## config.mk

```make
export PLATFORM = sky130hd
export DESIGN_NAME = dvi_timing_gen
export DESIGN_NICKNAME = d
export VERILOG_FILES = /design/src/rtl/dvi_timing_gen.sv
export SDC_FILE = /design/constraint.sdc
export NUM_CORES = 1
export LEC_CHECK = 0
export BUFFER_PORTS_ARGS = -buffer_cell sky130_fd_sc_hd__buf_2
export CAP_MARGIN = 10
export CORE_MARGIN = 1
export CORE_UTILIZATION = 47
export DETAILED_ROUTE_END_ITERATION = 12
export PLACE_DENSITY_LB_ADDON = 0.15
export SLEW_MARGIN = 20
export SYNTH_ARGS = -nofsm -noshare
export SYNTH_HDL_FRONTEND = slang
export SYNTH_SLANG_ARGS = --single-unit
```

## constraint.sdc

```tcl
create_clock -name Clk -period 4.15 [get_ports Clk]
set_clock_uncertainty 0.2 [all_clocks]
set_input_delay 0.415 -clock Clk [delete_from_list [all_inputs] [get_ports Clk]]
set_output_delay 0.415 -clock Clk [all_outputs]
set_load 0.02 [all_outputs]
```

## src/rtl/dvi_timing_gen.sv

```systemverilog
// dvi_timing_gen: raster timing (Hsync/Vsync/DE) and pixel coordinates for
// the DVI encoder path, held blanked until the encoder configuration is done.
//
// Ports:
//   Clk                          pixel clock, rising edge
//   Reset                        synchronous, active-high
//   Init_done                    configuration block Done
//   Pixel_clk_greater_than_65Mhz constant, 1 when PIX_CLK_KHZ > 65000
//   Hsync / Vsync                syncs, active level HS_POL / VS_POL
//   De                           data enable, high in the active region
//   Pixel_x / Pixel_y            active coordinates, 0 outside the active area
//   Frame_start                  one-cycle pulse at pixel (0,0) of each frame
//   Running                      high while free-running frame timing
module dvi_timing_gen #(
    parameter int   H_ACTIVE    = 640,
    parameter int   H_FP        = 16,
    parameter int   H_SYNC      = 96,
    parameter int   H_BP        = 48,
    parameter int   V_ACTIVE    = 480,
    parameter int   V_FP        = 10,
    parameter int   V_SYNC      = 2,
    parameter int   V_BP        = 33,
    parameter logic HS_POL      = 1'b0,
    parameter logic VS_POL      = 1'b0,
    parameter int   PIX_CLK_KHZ = 25175
) (
    input  logic        Clk,
    input  logic        Reset,
    input  logic        Init_done,
    output logic        Pixel_clk_greater_than_65Mhz,
    output logic        Hsync,
    output logic        Vsync,
    output logic        De,
    output logic [11:0] Pixel_x,
    output logic [11:0] Pixel_y,
    output logic        Frame_start,
    output logic        Running
);

    localparam int H_TOTAL = H_ACTIVE + H_FP + H_SYNC + H_BP;
    localparam int V_TOTAL = V_ACTIVE + V_FP + V_SYNC + V_BP;

    // 12-bit counters cannot represent a longer line or frame.
    if (H_TOTAL > 4095) begin : g_h_total_err
        $error("dvi_timing_gen: H_TOTAL exceeds 4095");
    end
    if (V_TOTAL > 4095) begin : g_v_total_err
        $error("dvi_timing_gen: V_TOTAL exceeds 4095");
    end

    localparam logic [11:0] H_LAST   = 12'(H_TOTAL - 1);
    localparam logic [11:0] V_LAST   = 12'(V_TOTAL - 1);
    localparam logic [11:0] H_ACT    = 12'(H_ACTIVE);
    localparam logic [11:0] V_ACT    = 12'(V_ACTIVE);
    localparam logic [11:0] HS_START = 12'(H_ACTIVE + H_FP);
    localparam logic [11:0] HS_END   = 12'(H_ACTIVE + H_FP + H_SYNC);
    localparam logic [11:0] VS_START = 12'(V_ACTIVE + V_FP);
    localparam logic [11:0] VS_END   = 12'(V_ACTIVE + V_FP + V_SYNC);

    typedef enum logic [0:0] {
        WAIT_INIT = 1'b0,
        RUN       = 1'b1
    } state_t;

    state_t      state;
    state_t      state_nxt;
    logic [11:0] h_cnt;
    logic [11:0] v_cnt;
    logic [11:0] h_nxt;
    logic [11:0] v_nxt;

    logic        run_nxt;
    logic        de_nxt;
    logic        hs_act_nxt;
    logic        vs_act_nxt;
    logic        fs_nxt;

    assign Pixel_clk_greater_than_65Mhz = (PIX_CLK_KHZ > 65000);

    // Next-state and next-position logic.  A stop request is simply the
    // level of Init_done sampled on the last pixel of the frame: dropping it
    // mid-frame lets the frame finish, and raising it again before the wrap
    // cancels the stop.
    always_comb begin
        state_nxt = state;
        h_nxt     = h_cnt;
        v_nxt     = v_cnt;
        unique case (state)
            WAIT_INIT: begin
                h_nxt = '0;
                v_nxt = '0;
                if (Init_done) begin
                    state_nxt = RUN;
                end
            end
            RUN: begin
                if (h_cnt == H_LAST) begin
                    h_nxt = '0;
                    if (v_cnt == V_LAST) begin
                        v_nxt = '0;
                        if (!Init_done) begin
                            state_nxt = WAIT_INIT;
                        end
                    end else begin
                        v_nxt = v_cnt + 12'd1;
                    end
                end else begin
                    h_nxt = h_cnt + 12'd1;
                end
            end
            default: begin
                state_nxt = WAIT_INIT;
                h_nxt     = '0;
                v_nxt     = '0;
            end
        endcase
    end

    // Outputs are decoded from the next position so that, once registered,
    // they line up with the counters in the same cycle.
    always_comb begin
        run_nxt    = (state_nxt == RUN);
        de_nxt     = run_nxt && (h_nxt < H_ACT) && (v_nxt < V_ACT);
        hs_act_nxt = run_nxt && (h_nxt >= HS_START) && (h_nxt < HS_END);
        vs_act_nxt = run_nxt && (v_nxt >= VS_START) && (v_nxt < VS_END);
        fs_nxt     = run_nxt && (h_nxt == 12'd0) && (v_nxt == 12'd0);
    end

    always_ff @(posedge Clk) begin
        if (Reset) begin
            state       <= WAIT_INIT;
            h_cnt       <= '0;
            v_cnt       <= '0;
            Hsync       <= ~HS_POL;
            Vsync       <= ~VS_POL;
            De          <= 1'b0;
            Pixel_x     <= '0;
            Pixel_y     <= '0;
            Frame_start <= 1'b0;
            Running     <= 1'b0;
        end else begin
            state       <= state_nxt;
            h_cnt       <= h_nxt;
            v_cnt       <= v_nxt;
            Hsync       <= hs_act_nxt ? HS_POL : ~HS_POL;
            Vsync       <= vs_act_nxt ? VS_POL : ~VS_POL;
            De          <= de_nxt;
            Pixel_x     <= de_nxt ? h_nxt : 12'd0;
            Pixel_y     <= de_nxt ? v_nxt : 12'd0;
            Frame_start <= fs_nxt;
            Running     <= run_nxt;
        end
    end

endmodule
```

==> impl.org, run 1 <==
** Logic synthesis
- By area the synthesized netlist is led by dfxtp_1 43%, nor3_1 7.1%, nor2_1 4.0%, xnor2_1 3.9%, nand2_1 2.8%.
- Post-synthesis instance area :: 0.00245 mm²
- Summed over all instances, the cell type with the most area after synthesis is dfxtp_1.
- Cells after Synth :: 291
- For this run, asynchronously set or reset flops after synthesis account for 0.
- The synthesized netlist contains 52 unique library cells.
- #FFs+latches synth :: 53
- Top-area cell type share of the netlist area :: 0.432
- Post-synth EDFFs :: 0
- During synthesis, Yosys emitted a total of 0 warnings.
- In the synthesized netlist the dominant register cell turns out to be dfxtp_1.
- For this run, the register share of the synthesized area comes to 0.432.
- Mapped Avg Cell Area :: 8.44 µm²

** Global route
- In the global route stage, met3 resource usage came out at 0.0501.
- In the global route stage, met1 resource usage came out at 0.327.
- Number of antenna violations at the first check in global routing :: 0
- For this run the aggregate overflow at the end of global routing stands at 0.
- The first global-routing pass estimated ~9000 µm of wire.
- The via count of the first global-routing pass is 1834.
- The layer flagged by global routing as most heavily used is met1.
- Largest net degree at the start of global routing :: 26
- Met2 layer usage reported by global route :: 0.309
- Tot GR Track Use :: 0.217

** Drt
- Total via count after detailed routing :: around 2100
- In the routed design, unresolved DRC markers number 0.
- Iteration count of the initial detailed-routing pass :: 4
- After detailed routing, the average wire length per cell comes to 14.3 µm.
- Vias per cell :: 5.59
- Once detail routing completed, the nets flagged for antenna violations numbered 0.
- The detailed router finished its first iteration with 152 violations.
- DRT Wirelength :: 5460 µm

** Run status
- Run status :: finished, final reports clean

** Critical path
- Startpoint type of the worst setup path :: flip-flop
- Broken down by cell family, the worst path's largest delay share belongs to simple AND/OR/NAND/NOR gates.
- The largest individual stage delay along the critical path comes from the cell or4_4.
- Data required time at the worst endpoint :: 4.14 ns
- CP Cell Sequence :: ha_1, nand4_1, or4_4, nor4_1, o21ai_1, or3_1, or4_1
- Minimum setup slack among reg-to-reg paths :: roughly 0.8 ns
- Worst path max stage delay :: 0.66 ns
- Worst Path Arrival :: 3.33 ns
- Counting both buffers and inverters, the worst setup path holds a total of 0.
- Worst-path maximum fanout :: 8
- Class of the most critical setup path :: reg -> reg
- The worst setup path is captured at a flip-flop.

** STA
- Final max-slew violation count :: 0
- Final setup viols :: 0
- In this run the tightest slew margin relative to its limit is 0.493.
- Final worst path period need :: 3.34 ns
- For the pin with the worst max-slew slack, the measured transition is roughly 0.75 ns.
- Final cycle utilization of the critical path :: 0.806
- Peak clock frequency supported by timing :: 299 MHz
- Number of failing hold endpoints at the final stage :: 0
- Fin Setup TNS :: 0 ns
- Setup repair after global routing left no endpoint under its margin.

** Final layout
- Final nets :: 321
- Count of antenna diodes in the layout :: 0
- The count of cells in the finished layout, fillers not included, comes to 383.
- In the final layout, the share of cells above drive strength 1 is 0.161.
- Area growth from synthesis to layout :: 11.8%
- Measured on the finished design, the core utilization comes to 0.562.

** Clocking
- Post CTS Setup Buffer Count :: 0
- CTS built an H-tree with a depth of 2.
- Clock Sink Count :: 53
- Clock transition at path regs :: 0.10 ns
- In this run, post-CTS repair resized a total of 0 instances.
- Clock tree synthesis selected as its root buffer the cell clkbuf_8.
- In this run the deepest clock path goes through 2 buffers.
- TritonCTS created 5 clock buffers.
- Number of hold-repair buffers added at the cts stage :: 0
- For the worst-skew pair, the clock arrives at the later sink with an insertion delay of between 0.3 and 0.4 ns.
- TritonCTS clock tree :: built

** Die
- Number of cell rows :: 25
- The die covers approximately 0.0055 mm².
- The core region is 0.00488 mm².
- Effective utilization at floorplan :: 0.503
- Measured along the x axis, the die boundary spans 74.3 µm.
- The die is approximately 74 µm tall.
- Io pins :: 33

** Min path
- Worst hold path type :: in -> reg

** Run
- Max-cap check violation count :: 0

** Placed design
- Routability congestion estimate from global placement :: 0.918
- After legalization and detailed placement, the total HPWL measured 3950 µm.
- Number of port buffers :: 31
- Post-Place Cells :: 375

** Power and ir drop
- In this run the static leakage power is between 1 and 1.5 nW.
- IR analysis of the VDD net gives a maximum drop of between 100 and 150 µV.
- The design draws 0.000851 W.
- Power density over the cells :: 310 mW/mm²
==> metrics by stage <==
step | setup WS (ns) | cell area, µm² | hold slack (ns)
2_1_floorplan | 1.14 | 2470 | 0.315
3_3_place_gp | 0.916 | 2650 | 0.346
3_5_place_dp | 0.842 | 2650 | 0.353
4_1_cts | 0.808 | 2740 | 0.249
5_1_grt | 0.591 | 2740 | 0.267
6_report | 0.805 | 2740 | 0.265
==> cell families (layout without fill, tap and decap cells) <==
kind of cell / after synthesis / in the layout / share of synthesized area
compound gates: 38 / 38 / 0.105
mux: 3 / 3 / 0.0122
flops: 53 / 53 / 0.432
fa+ha+maj: 3 / 3 / 0.0153
buf+inv: 33 / 53 / 0.0540
simple gates: 144 / 144 / 0.323
other cells: 1 / 6 / 0.00153
xor+xnor: 16 / 16 / 0.0571
==> placed cells by master (no fill, tap or decap), drive strengths merged, types with 9 or more instances in the layout <==
| master | Yosys | routed |
|---|---|---|
| inv | 9 | 10 |
| nand2 | 18 | 18 |
| o21ai | 9 | 9 |
| dfxtp | 53 | 53 |
| nor4 | 11 | 11 |
| nor2 | 26 | 26 |
| xnor2 | 11 | 11 |
| nand4 | 9 | 9 |
| nor3b | 9 | 9 |
| buf | 6 | 35 |
| nor3 | 35 | 35 |
| nand3 | 9 | 9 |
==> metal layers <==
| layer | up-vias | share of wire | wire length [µm] |
|---|---|---|---|
| li1 | 1085 | - | - |
| met1 | 967 | 0.52 | 2810 |
| met2 | 84 | 0.40 | 2180 |
| met3 | 6 | 0.074 | 403 |
| met4 | 0 | 0.011 | 61 |
| met5 | - | 0 | 0 |
==> registers in the layout, indices dropped and copies added, names as in the netlist <==
name / cells
Vsync: 1
h_cnt: 12
v_cnt: 12
Frame_start: 1
De: 1
state: 1
Pixel_x: 12
Pixel_y: 12
Hsync: 1
==> worst paths after layout <==
kind              startpoint       end  depth (start not counted)
setup / recovery    h_cnt[0]     Vsync                          7
hold / removal     Init_done     state                          3
setup reg to reg    h_cnt[0]     Vsync                          7
hold reg to reg     h_cnt[0]  h_cnt[0]                          1
==> report_power, final <==
part	total, W	switching (W)	leakage, nW	internal (W)
Sequential	0.000518	0.00000404	0.430	0.000514
Combinational	0.0000392	0.0000284	0.564	0.0000109
Clock	0.000294	0.000174	0.0445	0.000120
Total	0.000851	0.000206	1.04	0.000645
==> Yosys cell counts, types with 3 or more instances <==
cell	count
nand4_1	9
nand2b_1	4
dfxtp_1	53
o21ai_0	8
nor4_1	10
buf_2	4
clkbuf_1	17
inv_1	9
ha_1	3
and3_1	3
o2111ai_1	3
mux2i_1	3
xnor2_1	11
nor3b_1	9
or4_1	4
nand3_1	9
nand2_1	18
a31oi_1	3
o21a_1	3
nor2_1	26
a21oi_1	6
nor3_1	35
o31ai_1	3
xor2_1	5
==> worst register-to-register path, delay by kind of cell (launching register included) <==
kind / cells / cell delay (ns)
simple gates: 5 / 2.10
compound gates: 1 / 0.18
flops: 1 / 0.45
fa+ha+maj: 1 / 0.31
==> layout make-up <==
type,count,area [µm²]
Fill cell,482,2140
Clock buffer,5,68.8
Timing Repair Buffer,35,185
Multi-Input combinational cell,210,1290
Sequential cell,53,1060
Tap cell,67,83.8
Inverter,10,37.5
Clock inverter,3,21.3
No activity file was read; power rests on OpenSTA's default activity.
==> run 2: changes to the inputs <==
Clock period 4.15 ns to 3 ns, I/O delays scaled along.
==> run 2 against run 1 <==
Count of clock-buffer cells in the layout unchanged. Critical endpoint unchanged. Largest power group unchanged. Die area unchanged. Combinational power grew 58%. Critical path type unchanged. Sequential power rose by 38%.
==> impl.org, run 2 (synthesized netlist as in run 1, its figures left out) <==
** Critical path
- The library cell contributing the largest single delay on the critical path is or4b_4 (was or4_4).
- Worst-path maximum fanout :: 4 (was 8)
- CP Cell Sequence :: or4b_4, or4_4, nor4_2, o21ai_1, or3_1, or4_1 (was ha_1, nand4_1, or4_4, nor4_1, o21ai_1, or3_1, or4_1)
- Class of the most critical setup path :: reg -> reg (unchanged)
- Critical path buffer and inverter count :: 0 (unchanged)
- The cell depth of the worst setup path was 6 (was 7).
- Worst Path Arrival :: 2.90 ns (was 3.33 ns)
- Number of cell instances on the worst register-to-register path :: 6 (was 7)
- The kind of end point of the critical path was a flip-flop (unchanged).
- The biggest cell delay along the critical path was 0.55 ns (was 0.66 ns).
- The required time of the critical path is 2.99 ns (was 4.14 ns).
- The kind of start point of the critical path is a flip-flop (unchanged).
- The kind of cell with the highest combined delay on the critical path was simple AND/OR/NAND/NOR gates (unchanged).

** Placed design
- The number of I/O port buffers came to 31 (unchanged).
- The post-placement cell count is 402 (was 375).
- HPWL after DPL :: 4470 µm (was 3950 µm)
- The placed standard-cell area is 0.00287 mm² (was 0.00265 mm²).
- Routability congestion estimate from global placement :: 0.908 (was 0.918)

** Die
- Die area :: 0.00552 mm² (unchanged)
- The initial core utilization is 0.503 (unchanged).
- Std-Cell Core Area :: 0.00488 mm² (unchanged)
- The row count came to 25 (unchanged).
- Height of the chip :: 74.3 µm (unchanged)
- Die outline width :: 74.3 µm (unchanged)
- Io pins :: 33 (unchanged)

** Drt
- DRT Wirelength :: 6120 µm (was 5460 µm)
- The total DRC errors in the routed layout was 0 (unchanged).
- The via count normalized by instance count was 5.61 (was 5.59).
- Average routed wire per standard cell :: 14.9 µm (was 14.3 µm)
- Number of DRC violations after detailed-routing iteration 0 :: 209 (was 152)
- Antenna Nets Post-Route :: 0 (unchanged)
- Total via count after detailed routing :: 2301 (was 2142)
- The first-pass iteration count of the detailed router is 5 (was 4).

** Global route
- Number of antenna violations at the first check in global routing :: 0 (unchanged)
- The overflow left after global routing came to 0 (unchanged).
- The via count of the first global-routing pass is 2107 (was 1834).
- Tot GR Track Use :: 0.248 (was 0.217)
- Global-route wire length before repair :: 10300 µm (was 9070 µm)
- Largest net degree at the start of global routing :: 26 (unchanged)

** Power and ir drop
- Static leakage :: 1.18 nW (was 1.04 nW)
- Power share of the clock group :: 0.346 (was 0.345)
- Power after layout :: 0.00119 W (was 0.000851 W)
- Internal power contribution :: 0.000897 W (was 0.000645 W)
- The net switching component of the power is 0.000292 W (was 0.000206 W).
- Switch share :: 0.245 (was 0.242)
- Power density over the cells :: 397 mW/mm² (was 310 mW/mm²)
- Part of the total power dissipated in combinational logic :: 0.052 (was 0.046)
- Sequential share of power :: 0.602 (was 0.609)
- Maximum ir drop on the vdd rail :: 174 µV (was 125 µV)

** Clocking
- Htree depth :: 2 (unchanged)
- Clock transition at path regs :: 0.10 ns (about the same)
- Clock Sink Count :: 53 (unchanged)
- TritonCTS clock tree :: built (unchanged)
- Maximum root-to-sink buffer count :: 2 (unchanged)
- Number of hold-repair buffers added at the cts stage :: 0 (unchanged)
- The number of buffers created by CTS came to 5 (unchanged).
- The post-CTS setup buffer count was 0 (unchanged).
- The clock insertion delay at the later pin of the skew report came to 0.32 ns (was 0.31 ns).
- The buffer type at the clock tree root was clkbuf_8 (unchanged).

** STA
- Final max-slew violation count :: 0 (unchanged)
- Final setup viols :: 0 (unchanged)
- The share of the clock period used by the worst path came to 0.972 (was 0.806).
- Remaining max-slew budget at the tightest pin :: 0.661 (was 0.493)
- Final worst path period need :: 2.91 ns (was 3.34 ns)
- RSZ-0062 raised after global routing: true (was false).
- Tightest Pin Transition :: 0.503 ns (was 0.754 ns)
- Peak clock frequency supported by timing :: 343 MHz (was 299 MHz)
- The worst-case hold slack is 0.136 ns (was 0.265 ns).
- Number of failing hold endpoints at the final stage :: 0 (unchanged)

** Run status
- Run status: finished, final reports clean (unchanged).

** Final layout
- Final nets :: 348 (was 321)
- Post-Layout Inst Area :: 0.00300 mm² (was 0.00274 mm²)
- Area growth from synthesis to layout :: 22.0% (was 11.8%)
- Most used cells in the layout excluding fill and tap cells :: 52 x dfxtp_1, 35 x nor3_1, 31 x buf_2 (was 53 x dfxtp_1, 35 x nor3_1, 31 x buf_2)
- The number of antenna cells inserted is 0 (unchanged).
- The non-filler instance count after layout was 410 (was 383).
- The commonest non-fill, non-tap cell in the layout was dfxtp_1 (unchanged).
- Share of post-route cells with drive strength above 1 :: 0.248 (was 0.161)

** Min path
- Worst hold path type :: in -> reg (unchanged)
- The count of cells along the worst hold path was 3 (unchanged).

** Run
- The number of max-cap violations came to 0 (unchanged).
==> run 2: changes by cell type in the layout (fill, tap and decap cells not counted), sizes merged <==
cell | previous run | this run
buf | 35 | 62
==> run 2: layout make-up <==
cell class	instances	area, µm²
Timing Repair Buffer	62	404
Clock buffer	5	68.8
Multi-Input combinational cell	210	1320
Sequential cell	53	1060
Fill cell	448	1880
Tap cell	67	83.8
Inverter	10	37.5
Clock inverter	3	21.3
==> run 2: power groups by stage <==
stage	clock network [W]	registers, W	logic [W]
floorplan	0	0.000741	0.0000307
global placement	0	0.000732	0.0000611
detailed placement	0	0.000732	0.0000610
CTS	0.000422	0.000716	0.0000611
global route	0.000459	0.000718	0.0000683
finish	0.000411	0.000716	0.0000618
==> run 2: routing by layer <==
layer | GRT usage | part of all wire | up-vias
li1 | - | - | 1144
met2 | 0.364 | 0.44 | 104
met3 | 0.0596 | 0.086 | 6
met5 | 0 | 0 | -
met1 | 0.360 | 0.46 | 1047
met4 | 0.0692 | 0.0096 | 0
==> run 2: worst min-delay path, stage by stage <==
cell,delay (ns)
buf_2,0.10
inv_1,0.05
a21oi_1,0.12
==> run 2: worst paths after layout <==
| check | start | endpoint | slack [ns] |
|---|---|---|---|
| max | h_cnt[5] | Vsync | 0.09 |
| min | Init_done | state | 0.14 |
| max reg2reg | h_cnt[5] | Vsync | 0.09 |
| min reg2reg | h_cnt[0] | h_cnt[0] | 0.37 |
==> run 2: through the flow <==
stage                     setup slack, ns  setup TNS, ns  utilization
after detailed placement           0.0465              0        0.588
after CTS                          0.0195              0        0.606
after floorplan                  -0.00756        -0.0707            -
final                              0.0853              0        0.614
after global routing              -0.0304        -0.0304        0.614
after global placement             0.0760              0        0.588
==> run 2: timing repair <==
action / 4_1_cts / 5_1_grt
hold endpoints to repair: 0 / 0
endpoints found under the setup margin: 0 / 22
gates resized for setup: 0 / 8
